## config.mk

```make
export PLATFORM = sky130hd
export DESIGN_NAME = sram_arb
export DESIGN_NICKNAME = d
export VERILOG_FILES = /design/src/rtl/sram_arb.sv
export SDC_FILE = /design/constraint.sdc
export NUM_CORES = 1
export LEC_CHECK = 0
export ABC_AREA = 1
export BUFFER_PORTS_ARGS = -buffer_cell sky130_fd_sc_hd__buf_2
export CORE_MARGIN = 2
export CORE_UTILIZATION = 47
export CTS_CLUSTER_DIAMETER = 100
export CTS_CLUSTER_SIZE = 40
export DETAILED_ROUTE_END_ITERATION = 8
export PLACE_DENSITY = 0.79
export SLEW_MARGIN = 20
export SYNTH_ARGS = -nofsm -noshare
export SYNTH_HDL_FRONTEND = slang
export SYNTH_SLANG_ARGS = --single-unit
```

## constraint.sdc

```tcl
create_clock -name mclk -period 2.4 [get_ports mclk]
set_clock_uncertainty 0.2 [all_clocks]
set_input_delay 0.36 -clock mclk [delete_from_list [all_inputs] [get_ports mclk]]
set_output_delay 0.36 -clock mclk [all_outputs]
set_load 0.005 [all_outputs]
```

## src/rtl/sram_arb.sv

```systemverilog
// Video/CPU arbiter for a shared 16-bit async SRAM; every access is ADR, SMP, then a strobe in IDLE.
// Define SRAM_ARB_FAIR_EN to cap consecutive video grants at VBURST while the CPU waits.
module sram_arb #(
    parameter int unsigned VBURST = 4
) (
    input  logic        mclk,
    input  logic        rst,
    input  logic        vreq,
    input  logic [17:0] vaddr,
    output logic [15:0] vdata,
    output logic        vstb,
    input  logic        creq,
    input  logic        cwe,
    input  logic [18:0] caddr,
    input  logic [7:0]  cdin,
    output logic [7:0]  cdout,
    output logic        cack,
    output logic [17:0] sram_addr,
    output logic [15:0] sram_dq_o,
    output logic        sram_dq_oe,
    input  logic [15:0] sram_dq_i,
    output logic        sram_we_n,
    output logic        sram_oe_n,
    output logic        sram_ub_n,
    output logic        sram_lb_n
);

    typedef enum logic [1:0] {StIdle, StAdr, StSmp} state_e;
    typedef enum logic {OwnVid, OwnCpu} owner_e;

    state_e      state_q, state_d;
    owner_e      owner_q, owner_d;
    logic        write_q, write_d;
    logic        lane_q, lane_d;
    logic [17:0] addr_q, addr_d;
    logic [15:0] dq_o_q, dq_o_d;
    logic        dq_oe_q, dq_oe_d;
    logic        we_n_q, we_n_d;
    logic        oe_n_q, oe_n_d;
    logic        ub_n_q, ub_n_d;
    logic        lb_n_q, lb_n_d;
    logic [15:0] vdata_q, vdata_d;
    logic        vstb_q, vstb_d;
    logic [7:0]  cdout_q, cdout_d;
    logic        cack_q, cack_d;

    logic vid_elig, cpu_elig, cpu_turn, grant_vid, grant_cpu;

    // A request seen during its own strobe cycle is the one just served.
    assign vid_elig = vreq & ~vstb_q;
    assign cpu_elig = creq & ~cack_q;

`ifdef SRAM_ARB_FAIR_EN
    localparam logic [2:0] VBurstCnt = 3'(VBURST);

    logic [2:0] burst_q, burst_d;

    assign cpu_turn = vid_elig & cpu_elig & (burst_q == VBurstCnt);

    always_comb begin
        burst_d = burst_q;
        if (grant_vid) begin
            burst_d = cpu_elig ? burst_q + 3'd1 : 3'd0;
        end else if (grant_cpu) begin
            burst_d = 3'd0;
        end
    end

    always_ff @(posedge mclk or posedge rst) begin
        if (rst) begin
            burst_q <= 3'd0;
        end else begin
            burst_q <= burst_d;
        end
    end
`else
    logic unused_vburst;
    assign unused_vburst = ^VBURST;
    assign cpu_turn      = 1'b0;
`endif

    assign grant_vid = (state_q == StIdle) & vid_elig & ~cpu_turn;
    assign grant_cpu = (state_q == StIdle) & cpu_elig & ~grant_vid;

    always_comb begin
        state_d = state_q;
        owner_d = owner_q;
        write_d = write_q;
        lane_d  = lane_q;
        addr_d  = addr_q;
        dq_o_d  = dq_o_q;
        dq_oe_d = dq_oe_q;
        we_n_d  = 1'b1;
        oe_n_d  = 1'b1;
        ub_n_d  = 1'b1;
        lb_n_d  = 1'b1;
        vdata_d = vdata_q;
        vstb_d  = 1'b0;
        cdout_d = cdout_q;
        cack_d  = 1'b0;
        unique case (state_q)
            StIdle: begin
                // Write data was held through this cycle; release the bus unless a new write starts.
                dq_oe_d = 1'b0;
                if (grant_vid) begin
                    state_d = StAdr;
                    owner_d = OwnVid;
                    write_d = 1'b0;
                    addr_d  = vaddr;
                    oe_n_d  = 1'b0;
                    ub_n_d  = 1'b0;
                    lb_n_d  = 1'b0;
                end else if (grant_cpu) begin
                    state_d = StAdr;
                    owner_d = OwnCpu;
                    write_d = cwe;
                    lane_d  = caddr[0];
                    addr_d  = caddr[18:1];
                    if (cwe) begin
                        dq_o_d  = {cdin, cdin};
                        dq_oe_d = 1'b1;
                        ub_n_d  = ~caddr[0];
                        lb_n_d  = caddr[0];
                    end else begin
                        oe_n_d = 1'b0;
                        ub_n_d = 1'b0;
                        lb_n_d = 1'b0;
                    end
                end
            end
            StAdr: begin
                state_d = StSmp;
                we_n_d  = ~write_q;
                oe_n_d  = oe_n_q;
                ub_n_d  = ub_n_q;
                lb_n_d  = lb_n_q;
            end
            StSmp: begin
                state_d = StIdle;
                if (owner_q == OwnVid) begin
                    vstb_d  = 1'b1;
                    vdata_d = sram_dq_i;
                end else begin
                    cack_d = 1'b1;
                    if (!write_q) begin
                        cdout_d = lane_q ? sram_dq_i[15:8] : sram_dq_i[7:0];
                    end
                end
            end
            default: state_d = StIdle;
        endcase
    end

    always_ff @(posedge mclk or posedge rst) begin
        if (rst) begin
            state_q <= StIdle;
            owner_q <= OwnVid;
            write_q <= 1'b0;
            lane_q  <= 1'b0;
            addr_q  <= 18'd0;
            dq_o_q  <= 16'd0;
            dq_oe_q <= 1'b0;
            we_n_q  <= 1'b1;
            oe_n_q  <= 1'b1;
            ub_n_q  <= 1'b1;
            lb_n_q  <= 1'b1;
            vdata_q <= 16'd0;
            vstb_q  <= 1'b0;
            cdout_q <= 8'd0;
            cack_q  <= 1'b0;
        end else begin
            state_q <= state_d;
            owner_q <= owner_d;
            write_q <= write_d;
            lane_q  <= lane_d;
            addr_q  <= addr_d;
            dq_o_q  <= dq_o_d;
            dq_oe_q <= dq_oe_d;
            we_n_q  <= we_n_d;
            oe_n_q  <= oe_n_d;
            ub_n_q  <= ub_n_d;
            lb_n_q  <= lb_n_d;
            vdata_q <= vdata_d;
            vstb_q  <= vstb_d;
            cdout_q <= cdout_d;
            cack_q  <= cack_d;
        end
    end

    assign vdata      = vdata_q;
    assign vstb       = vstb_q;
    assign cdout      = cdout_q;
    assign cack       = cack_q;
    assign sram_addr  = addr_q;
    assign sram_dq_o  = dq_o_q;
    assign sram_dq_oe = dq_oe_q;
    assign sram_we_n  = we_n_q;
    assign sram_oe_n  = oe_n_q;
    assign sram_ub_n  = ub_n_q;
    assign sram_lb_n  = lb_n_q;

endmodule

```

Word level (Yosys, flattened, before mapping)
Index checks and enable logic that the tools add are counted.

storage, ports and cells
  bits of input ports = 66
  memory bits (writable) = 0
  memory bits (read-only) = 0
  register bits after elaboration = 70
  bits in latches = 0
  memories kept = 0

operators by class
  $lt $le $gt $ge = 0
  reductions and logical operators = 7
  div/mod/pow operators = 0
  eq/ne operators = 3
  shifts and indexed selects = 0
  add/sub/neg operators = 0
  muxes and demuxes = 29
  multiply operators = 0
  bitwise logic cells = 11

operators with widths
  operator            number
  $mux 18             2
  $mux 1              20
  $mux 8              1
  $not 1->1           6
  $pmux 1 s2          3
  $reduce_and 3->1    2
  $and 1x1->1         5
  $mux 2              2
  $pmux 2 s2          1
  $reduce_and 2->1    2
  $reduce_and 4->1    1
  $ne 3x3->1 const B  1
  $eq 2x1->1 const B  1
  $eq 2x2->1 const B  1
  $logic_not 2->1     1
  $reduce_bool 2->1   1

Longest topological paths before layout
  depth after elaboration = 8
  mapped depth = 7
  mapped depth without buffers = 6

Worst setup path after synthesis
Ideal clock, no wire load.

  path kind = register to register
  from = reg vstb_q, in the netlist vstb
  to = reg addr_q[0], in the netlist sram_addr[0]
  library setup time = 0.117 ns
  required time = 2.083 ns
  cell stages (with the launch flop) = 7
  setup slack = 1.037 ns
  arrival = 1.046 ns
  clock period less this slack = 1.363 ns
  cells stage by stage = dfrtp_1 > nor2_2 > buf_4 > buf_4 > nand3_1 > nand3_1 > nand2_1

between the ends
  cells in the longest elaborated chain, start to end = 7
  elaborated cells between the ends (all ways) = 8
  classes of those cells = 1 x mux; 5 x bitwise; 2 x reduce/logical

RTL lines
  element                      RTL line  RTL
  start: declaration           43        logic vstb_q, vstb_d;
  start signal: assignment     184       vstb_q <= vstb_d;
  $not 1->1 *                  50        assign vid_elig = vreq & ~vstb_q;
  $and 1x1->1 *                50
  $and 1x1->1 *                82        assign grant_vid = (state_q == StIdle) & vid_elig & ~cpu_turn;
  $not 1->1 (no line)          -
  $and 1x1->1                  83        assign grant_cpu = (state_q == StIdle) & cpu_elig & ~grant_vid;
  $reduce_bool 2->1 (no line)  -
  $reduce_and 2->1 (no line)   -
  end signal: assignment       176       addr_q <= addr_d;
  end: declaration             35        logic [17:0] addr_q, addr_d;

Mark *: on every way between the ends. The rest lies on a longest branch, timed or not.
A chain may end at the register's enable or synchronous reset.

Worst setup path in the final report
  from = reg state_q[1]
  to = reg addr_q[7], in the netlist sram_addr[7]

between the ends
  cells in the longest elaborated chain, start to end = 6
  elaborated cells between the ends (all ways) = 8
  classes of those cells = 1 x mux; 4 x bitwise; 3 x reduce/logical

RTL lines
  element                      RTL line     RTL
  start: declaration           31           state_e state_q, state_d;
  start signal: assignment     156          state_q <= StIdle;
  start signal: assignment     172          state_q <= state_d;
  $logic_not 2->1 *            82, 83, 101
  $and 1x1->1                  82
  $not 1->1 (no line)          -
  $and 1x1->1                  83
  $reduce_bool 2->1 (no line)  -
  $reduce_and 2->1 (no line)   -

Marks and branches as above.

==> metrics <==
setup bufs post-CTS=0; Worst Setup EP=sram_addr[7]$_DFFE_PP0P_; sequential-to-total area share from yosys stat=0.522; final setup TNS=0 ns; core area=6240 um2; synthesis-to-finish area growth=29.0%; startpoint types=register; Reg clk slew, reported paths=0.07 ns; Cell Pwr Density=about 1300 nW/um2; Reg2Reg Capture Point=sram_addr[7]$_DFFE_PP0P_; worst slack, placed=0.687 ns; Worst Tran Pin Value=roughly 0.51 ns; total power=a little under 5 mW; routed vias/inst=4.68; Inserted Clock Buffers=9; Avg WL per Cell=between 10 and 15 um; Tcrit/Tclk final=0.716; syn nets=between 400 and 500; global-route wire length before repair=between 10 and 15 mm; initial DRC count=245; Worst-Skew Late Latency=between 0.3 and 0.4 ns; max_slew headroom=0.658; Avg Cell Area, Syn=7.95 um2; ratio of cells with drive above 1 in the final layout=0.329; arrival time at the worst endpoint=1.79 ns; Die Span X=between 80 and 90 um; drc violations=0; number of global-route vias before repair=2539; largest net degree at the start of global routing=63; setup slack, reg-to-reg=between 0.6 and 0.7 ns; placed insts=roughly 560; slack of the critical path=a little under 0.7 ns; CP endpoint kind=register; Warnings, synthesis=0; GRT Total Usage=0.207; Post-CTS Resized=0; Critical R2R Launch=state_q[1]$_DFFE_PP0P_; critical path class=reg2reg; placed cell area=between 3000 and 4000 um2; Slew Limit Fails=0; synth unique cells=20; final non-filler cell total=between 500 and 600; crit path max fanout=23; max-cap check violation count=0; Hold Vio Cnt, Final=0; cell depth of the worst flop-to-flop path=6; WHS=roughly 0.042 ns; static leakage=about 2.3 nW; routed via count=2712; gpl congestion=a little over 0.8; # IOs=about 130; hold crit path type=in2reg; Post-DRT Antenna Nets=0; Antenna Cells=0; Worst Setup SP=state_q[1]$_DFFE_PP0P_; met3 routed WL=approximately 470 um; peak supply drop=about 0.65 mV; grt total ovfl=0; Top Layer Used=met4; CTS tree=done; fin area=3840 um2; # rows=29; CTS Buffer Depth=2; Root Driver=clkbuf_8; Die Ht=between 80 and 90 um; drt total wl=6.98 mm; data required time of the worst path=2.47 ns; Synth Instances=approximately 380; antenna violations before repair=0; detailed placer's ending HPWL=5.01 mm; Die Area=around 7000 um2; status=complete, no violations; endpoints failing setup=0; DR pass1 iterations=4; Mapped Area=roughly 3000 um2; Final Util=0.616; Initial Util=0.478; synthesis-stage register bit count=62; Period minus WS final=between 1.5 and 2 ns; htree depth=3; fillers=around 570; M1 WL=slightly above 3 mm; RSZ-0062 raised after global routing=no; met2 WL=between 3 and 4 mm; nets=563; CTS Sinks=62; fmax=0.582 GHz; Port-buffer cells=130
report_power, final:
group,internal [mW],switching [mW]
clock,0.641,0.409
combinational,0.817,1.12
sequential,1.58,0.319
synth_stat cells, drive strengths merged:
library cell / instances / area share
buf: 26 / 0.063
clkbuf: 1 / 0.0013
clkinv: 1 / 0.0013
dfrtp: 58 / 0.49
dfstp: 4 / 0.035
inv: 63 / 0.079
nand2: 115 / 0.15
nand3: 58 / 0.099
nand4: 8 / 0.017
nor2: 12 / 0.017
nor3: 1 / 0.0055
o21ai: 28 / 0.047
state kept, by name, indices dropped and copies added, names as in the netlist, 2 cells and up:
name / count
sram_addr: 18
cdout: 8
state_q: 2
vdata: 16
sram_dq_o: 8
placed cells by master, fill, tap and decap left out, drive strengths merged:
cell type / netlist / layout
buf: 26 / 137
nand2: 115 / 115
inv: 63 / 63
dfrtp: 58 / 58
nand3: 58 / 58
o21ai: 28 / 28
nor2: 12 / 12
clkbuf: 1 / 11
nand4: 8 / 8
dfstp: 4 / 4
clkinv: 1 / 3
bufinv: 0 / 2
nor3: 1 / 1
clkinvlp: 0 / 1
dlygate4sd3: 0 / 1
routing by layer:
metal | up-vias | GRT usage
met1 | 1198 | 0.279
met4 | 0 | 0.101
met3 | 8 | 0.0356
met2 | 114 | 0.326
li1 | 1392 | -
met5 | - | 0
critical path: stages, from the launching register on:
cell	delay, ns
dfrtp_1	0.42
nor2_2	0.21
nand2_1	0.07
buf_4	0.21
nand2_2	0.31
nand3_1	0.14
nand2_1	0.09
cell families (layout without fill, tap and decap cells):
group / Yosys count / count (layout) / share of synthesized area
AND/OR/NAND/NOR: 194 / 194 / 0.286
buffers and inverters: 91 / 218 / 0.145
flip-flops: 62 / 62 / 0.522
AO/OA/AOI/OAI: 28 / 28 / 0.0470
area by class of cell:
cell class                 count  area [um2]  share of cell area
tap                           77        96.3              0.0251
timing repair buffer         138         726               0.189
clock buffer                  11         151              0.0394
multi-input combinational    222         993               0.258
sequential                    62        1560               0.405
inverter                      64         240              0.0625
clock inverter                 5        81.3              0.0212
timing repair:
item	in CTS	in global routing
setup endpoints to repair	0	0
hold buffers	1	0
hold endpoints to repair	58	0
worst min path at each step:
stage / endpoint / depth (start not counted) / from / slack, ns
floorplan: sram_we_n$_DFF_PP1_ / 1 / write_q$_DFFE_PP0P_ / 0.25
global placement: vdata[11]$_DFFE_PP0P_ / 3 / rst / 0.24
detailed placement: vdata[0]$_DFFE_PP0P_ / 3 / rst / 0.25
CTS: vdata[15]$_DFFE_PP0P_ / 3 / sram_dq_i[15] / 0.03
global route: vdata[15]$_DFFE_PP0P_ / 3 / sram_dq_i[15] / 0.04
finish: vdata[15]$_DFFE_PP0P_ / 3 / sram_dq_i[15] / 0.04
No activity file was read; power rests on OpenSTA's default activity.
